### config.mk
export PLATFORM = sky130hd
export DESIGN_NAME = keypad_scanner
export DESIGN_NICKNAME = d
export VERILOG_FILES = /design/src/rtl/keypad_scanner.sv
export SDC_FILE = /design/constraint.sdc
export NUM_CORES = 1
export LEC_CHECK = 0
export BUFFER_PORTS_ARGS = -buffer_cell sky130_fd_sc_hd__buf_2
export CAP_MARGIN = 40
export CELL_PAD_IN_SITES_DETAIL_PLACEMENT = 0
export CELL_PAD_IN_SITES_GLOBAL_PLACEMENT = 1
export CORE_MARGIN = 4
export CORE_UTILIZATION = 48
export CTS_CLUSTER_SIZE = 30
export DETAILED_ROUTE_END_ITERATION = 10
export PLACE_DENSITY = 0.81
export SLEW_MARGIN = 15
export SYNTH_ARGS = -nofsm -noshare
export SYNTH_HDL_FRONTEND = slang
export SYNTH_SLANG_ARGS = --single-unit
### constraint.sdc
create_clock -name clk -period 4.32 [get_ports clk]
set_input_delay 0.864 -clock clk [delete_from_list [all_inputs] [get_ports clk]]
set_output_delay 0.864 -clock clk [all_outputs]
set_load 0.01 [all_outputs]
### src/rtl/keypad_scanner.sv
// 4x4 active-low matrix keypad scanner with frame-level debounce.
// Emits a one-cycle key_valid with the accepted key code.
module keypad_scanner #(
    parameter int SCAN_DIV = 1000,
    parameter int DEBOUNCE = 4
) (
    input  logic       clk,
    input  logic       rst_n,
    input  logic [3:0] row_n,
    output logic [3:0] col_n,
    output logic       key_valid,
    output logic [3:0] key_code,
    output logic       key_down
);

    localparam logic [1:0]  RES_NONE  = 2'd0;
    localparam logic [1:0]  RES_ONE   = 2'd1;
    localparam logic [1:0]  RES_MULTI = 2'd2;
    localparam logic [15:0] CNT_LAST  = 16'(SCAN_DIV - 1);
    localparam logic [3:0]  DB_TGT    = 4'(DEBOUNCE);

    logic [3:0]  row_meta;
    logic [3:0]  row_sync;
    logic [15:0] cnt;
    logic [1:0]  col;
    logic [1:0]  hits;
    logic [3:0]  first;
    logic [1:0]  last_kind;
    logic [3:0]  last_code;
    logic [3:0]  stable;

    logic        sample;
    logic [3:0]  pressed;
    logic [2:0]  hit_sum;
    logic [1:0]  hits_nxt;
    logic [1:0]  first_row;
    logic [3:0]  first_nxt;
    logic [1:0]  res_kind;
    logic [3:0]  res_code;
    logic        same;
    logic [3:0]  stable_nxt;
    logic        accept;

    assign col_n   = ~(4'b0001 << col);
    assign sample  = (cnt == CNT_LAST);
    assign pressed = ~row_sync;

    always_comb begin
        hit_sum = {1'b0, hits} + {2'b00, pressed[0]} + {2'b00, pressed[1]}
                + {2'b00, pressed[2]} + {2'b00, pressed[3]};
        hits_nxt = (hit_sum >= 3'd2) ? 2'd2 : hit_sum[1:0];

        first_row = 2'd0;
        for (int r = 3; r >= 0; r--) begin
            if (pressed[r]) first_row = 2'(r);
        end
        // only the first hit of the frame in scan order is remembered
        first_nxt = (hits == 2'd0 && |pressed) ? {first_row, col} : first;

        if (hits_nxt == 2'd0) begin
            res_kind = RES_NONE;
            res_code = 4'd0;
        end else if (hits_nxt == 2'd1) begin
            res_kind = RES_ONE;
            res_code = first_nxt;
        end else begin
            res_kind = RES_MULTI;
            res_code = 4'd0;
        end

        same       = ({res_kind, res_code} == {last_kind, last_code});
        stable_nxt = same ? ((stable == DB_TGT) ? stable : stable + 4'd1) : 4'd1;
        // fire only on the frame where the count first lands on the target
        accept     = (stable_nxt == DB_TGT) && (!same || stable != DB_TGT);
    end

    always_ff @(posedge clk or negedge rst_n) begin
        if (!rst_n) begin
            row_meta  <= 4'hF;
            row_sync  <= 4'hF;
            cnt       <= '0;
            col       <= '0;
            hits      <= '0;
            first     <= '0;
            last_kind <= RES_NONE;
            last_code <= '0;
            stable    <= '0;
            key_valid <= 1'b0;
            key_code  <= '0;
            key_down  <= 1'b0;
        end else begin
            row_meta  <= row_n;
            row_sync  <= row_meta;
            key_valid <= 1'b0;
            if (sample) begin
                cnt <= '0;
                col <= col + 2'd1;
                if (col == 2'd3) begin
                    hits      <= '0;
                    first     <= '0;
                    last_kind <= res_kind;
                    last_code <= res_code;
                    stable    <= stable_nxt;
                    if (accept) begin
                        if (res_kind == RES_ONE) begin
                            if (!key_down || key_code != res_code) begin
                                key_valid <= 1'b1;
                                key_code  <= res_code;
                                key_down  <= 1'b1;
                            end
                        end else if (res_kind == RES_NONE) begin
                            key_down <= 1'b0;
                        end
                    end
                end else begin
                    hits  <= hits_nxt;
                    first <= first_nxt;
                end
            end else begin
                cnt <= cnt + 16'd1;
            end
        end
    end

endmodule

# Yosys cells after proc, flatten, opt, wreduce, memory -nomap -nowiden
# Index checks and enable logic that the tools add are counted.
# Widths: inputs -> output; s select.
word_totals:
  ff_bits: 48
  elab_cells: 70
  input_bits: 6
  out_inout_bits: 10
classes:
  n_shift: 1
  addsub: 7
  n_reduce_logical: 14
  n_lt_le_gt_ge: 1
  n_mux: 23
  n_eq_ne: 10
  bitwise: 2
op_table:
  columns: ["op", "count"]
  rows:
  - ["$mux 4", 6]
  - ["$add 16x1->16 const B", 1]
  - ["$eq 16x10->1 const B", 1]
  - ["$mux 16", 1]
  - ["$mux 2", 8]
  - ["$reduce_and 5->1", 2]
  - ["$add 3x1->3", 3]
  - ["$eq 4x3->1 const B", 2]
  - ["$mux 1", 8]
  - ["$not 4->4", 2]
  - ["$eq 6x6->1", 1]
  - ["$logic_not 2->1", 3]
  - ["$add 4x1->4 const B", 1]
  - ["$eq 2x1->1 const B", 2]
  - ["$ne 4x3->1 const B", 1]
  - ["$ne 4x4->1", 1]
  - ["$reduce_or 4->1", 1]
  - ["$shl 1x2->4 const A", 1]
  - ["$add 2x1->3", 1]
  - ["$ge 3x2->1 const B", 1]
  - ["$add 2x1->2 const B", 1]
  - ["$eq 2x2->1 const B", 1]
  - ["$logic_and 1x1->1", 2]
  - ["$logic_not 1->1", 2]
  - ["other kinds (4)", 5]

# Longest topological paths before layout
depth:
  word_depth: 17
  depth_mapped: 11
  depth_no_buf: 11

# Worst setup path before layout
# OpenSTA, ideal clock, no wires.
synth_timing:
  path_type: "register to register"
  startpoint: "register hits[0]"
  endpoint: "register key_code[0]"
  path_stages_with_launch: 12
  path_buffers: 0
  t_required_ns: 4.195
  setup_slack_ns: 0.410
  setup_ns: 0.125
  synth_period_minus_slack_ns: 3.910
  arrival_ns: 3.785
  cell_sequence: "dfrtp_1 > inv_1 > fa_1 > inv_1 > fa_1 > fa_1 > nor3b_4 > o211ai_4 > a2111oi_4 > nand4_2 > a2111oi_4 > mux2_4"
synth_via:
  elab_chain_len: 14
  word_cells_on_any_way: 25
  classes_between: "4 x add/sub; 1 x order compare; 5 x eq/ne; 7 x mux; 8 x reduce/logical"
synth_lines:
  columns: ["element", "line", "rtl"]
  rows:
  - ["start: declaration", "26", "logic [1:0] hits;"]
  - ["start signal: assignment", "116", "hits <= hits_nxt;"]
  - ["$add 2x1->3", "49", "hit_sum = {1'b0, hits} + {2'b00, pressed[0]} + {2'b00, pressed[1]}"]
  - ["$add 3x1->3", "49", null]
  - ["$add 3x1->3 (2 in a row)", "50", "+ {2'b00, pressed[2]} + {2'b00, pressed[3]};"]
  - ["$ge 3x2->1", "51", "hits_nxt = (hit_sum >= 3'd2) ? 2'd2 : hit_sum[1:0];"]
  - ["$mux 2", "51", null]
  - ["$eq 2x1->1", "63", "end else if (hits_nxt == 2'd1) begin"]
  - ["$mux 4 / $mux 2 (equally long branches)", "63", null]
  - ["$mux 4 / $mux 2 (equally long branches)", "60", "if (hits_nxt == 2'd0) begin"]
  - ["$eq 6x6->1", "71", "same = ({res_kind, res_code} == {last_kind, last_code});"]
  - ["$mux 4 / $logic_not 1->1 (equally long branches)", "72, 74", null]
  - ["$eq 4x3->1 / $logic_or 1x1->1 (equally long branches)", "74", "accept = (stable_nxt == DB_TGT) && (!same || stable != DB_TGT);"]
  - ["$logic_and 1x1->1", "74", null]
  - ["$reduce_and 5->1 (no source line)", null, null]
  - ["end signal: assignment", "108", "key_code <= res_code;"]
  - ["end: declaration", "12", "output logic [3:0] key_code,"]
# Several ways; a longest one is shown, not always the timed one.
# A chain may end at the register's enable or synchronous reset.

# Final worst setup path
layout_timing:
  startpoint: "register hits[0]"
  endpoint: "register key_code[2]"
# The elaborated chain is that of the path after synthesis.

==> results_dict.tcl <==
set metrics [dict create \
    status "finished, final reports clean" \
    clk-insertion-delay-late_ns 0.31 \
    synth_area_mm2 0.00262 \
    max_freq_ghz 0.247 \
    cts_buffers 5 \
    io_buffers 15 \
    synth_ff_type "dfrtp_1" \
    seq_area_frac_synth 0.462 \
    viasPerCell 5.55 \
    hold_path.class "reg2reg" \
    final_core_util 0.558 \
    drt-initial-drc-count 89 \
    start_util 0.504 \
    finalSetupViolations 0 \
    clkPwrFrac 0.354 \
    drtAntennaViolNets 0 \
    num_vias 1926 \
    grt_overflow 0 \
    cp-end-kind "flop" \
    syn_avg_cell_area_um2 10.3 \
    netlist.area_leader.share 0.381 \
    synthesis.nets 270 \
    synth_edf_count 0 \
    pin_count 16 \
    dp_hpwl_um 3980 \
    grt.total_usage 0.178 \
    cts_hold_buf 0 \
    worst_hold_slack_ns 0.361 \
    power.share.sequential 0.563 \
    core_mm2 0.00520 \
    mostFrequentLayoutCell "dfrtp_1" \
    power.switching_w 0.000215 \
    antenna_found_initial 0 \
    powerDensity_mw_per_mm2 281 \
    ys_ff_latch 48 \
    fin_crit_sh 0.938 \
    die-area_mm2 0.00671 \
    grt_pass1_vias 1843 \
    htreeDepth 2 \
    p_total_w 0.000816 \
    worstSetupStartpointType "flop" \
    p_leak_nw 1.29 \
    die_y_um 81.9 \
    cp.required_ns 4.52 \
    cts.sinks 48 \
    ys_types 53 \
    grt_max_degree 31 \
    tightest_slew_ns 0.556 \
    drt_first_pass_iters 4 \
    num_rows 26 \
    maxSlewHeadroom 0.629 \
    crit_type "reg2reg" \
    p_sw_frac 0.264 \
    drive_above_1_share 0.170 \
    rsz0062_at_grt "false" \
    drc 0 \
    root_buffer "clkbuf_8" \
    area_delta_synth_final_pct 10.7 \
    comb_power_share 0.082 \
    finalSetupTns_ns 0 \
    diodes 0 \
    die_w_um 81.9 \
    skew_ns 0.0125 \
    dpl-instance-area_mm2 0.00280 \
    period_needed_ns 4.05 \
    synthCells 254 \
    fin_area_mm2 0.00291 \
    path_clk_slew_ns 0.09 \
    cp.arrival_ns 4.25 \
    yosysWarnings 0 \
    finalNetCount 292 \
    layout_common_cells "dfrtp_1, nand2_1, inv_1" \
    final_max_slew_viol_count 0 \
    cts_resized 0 \
    cts_buffer_depth 2 \
    peakVddDrop_mv 0.159 \
    async_flop_share 1.00 \
    synth.largest_area_cell "dfrtp_1" \
    hold_viol_final 0 \
    routedWlPerCell_um 15.3 \
    drt_wl_total_um 5310 \
    cts_tree "done" \
    path_max_fanout 6 \
    synthTopCellsByArea "dfrtp_1, dfstp_2, xnor2_1" \
    gp_congestion 0.848 \
    max_cap_viol_count 0 \
    grt_pass1_wl_um 8900 \
    p_int_w 0.000601 \
]
## flip-flops by register name, indices dropped and copies added, names as in the netlist, 2 cells and up
name       count
cnt           16
col            2
first          4
hits           2
key_code       4
last_code      4
last_kind      2
row_meta       4
row_sync       4
stable         4
## Yosys cell counts (4+ instances only)
cell type,instances
dfrtp_1,40
and3_1,5
nand4_1,7
dfstp_2,8
o21ai_0,11
xor2_1,8
ha_1,7
xnor2_1,15
o31ai_1,5
nand3_1,15
and4_1,4
inv_1,18
nand2_1,34
a21oi_1,5
nor2_1,16
## worst paths after layout
kind                                       startpoint  cells after the start                       end  slack (ns)
worst max-delay path              hits[0]$_DFFE_PN0N_                     11   key_code[2]$_DFFE_PN0P_        0.27
worst min-delay path            row_meta[0]$_DFF_PN1_                      0     row_sync[0]$_DFF_PN1_        0.36
worst max register to register    hits[0]$_DFFE_PN0N_                     11   key_code[2]$_DFFE_PN0P_        0.27
worst min register to register  row_meta[0]$_DFF_PN1_                      0     row_sync[0]$_DFF_PN1_        0.36
max in group asynchronous                       rst_n                      2     row_sync[2]$_DFF_PN1_        3.26
min in group asynchronous                       rst_n                      1  last_kind[0]$_DFFE_PN0P_        0.48
## metrics by stage
step | setup WS (ns) | instances
5_1_grt | 0.0836 | 347
3_5_place_dp | 0.149 | 338
4_1_cts | 0.121 | 346
3_3_place_gp | 0.233 | 337
6_report | 0.270 | 347
2_1_floorplan | 0.410 | 254
## area by class of cell
cell class | instances | area (um^2)
multi-input cells | 185 | 1330
clock buffers | 5 | 68.8
fillers | 476 | 2300
clock inverters | 3 | 26.3
inverters | 18 | 67.6
repair buffers | 18 | 110
flip-flops and latches | 48 | 1210
well taps | 70 | 87.6
## kinds of logic after synthesis
logic type      share of synthesized area
simple gates                        0.213
flops                               0.462
compound gates                      0.141
xor+xnor                           0.0768
buf+inv                            0.0300
fa+ha+maj                          0.0563
mux                                0.0210
## per-layer routing
metal,global-route usage,up-vias,wire length [um]
met2,0.291,34,2560
met1,0.233,937,2470
met4,0.0598,0,77
li1,-,949,-
met3,0.0395,6,196
met5,0,-,0
## repair_timing
item,CTS,global route
endpoints found under the hold margin,0,0
setup endpoints to repair,0,3
setup buffers,0,1
## power by group through the flow
stage	registers, W	clock network (W)	logic, W
floorplan	0.000467	0	0.0000427
global placement	0.000468	0	0.0000632
detailed placement	0.000468	0	0.0000650
CTS	0.000460	0.000300	0.0000656
global route	0.000461	0.000317	0.0000749
finish	0.000460	0.000289	0.0000673
## worst max-delay path, stage by stage (launching register included)
cell and delay (ns):
dfrtp_1 0.42, inv_1 0.09, fa_1 0.50, inv_1 0.05, fa_1 0.37, fa_1 0.52
nor2_1 0.29, nand2_1 0.20, or4_1 0.41, and3_1 0.22, a2111oi_4 0.53, mux2_4 0.35
(Power assumes the default switching activity.)
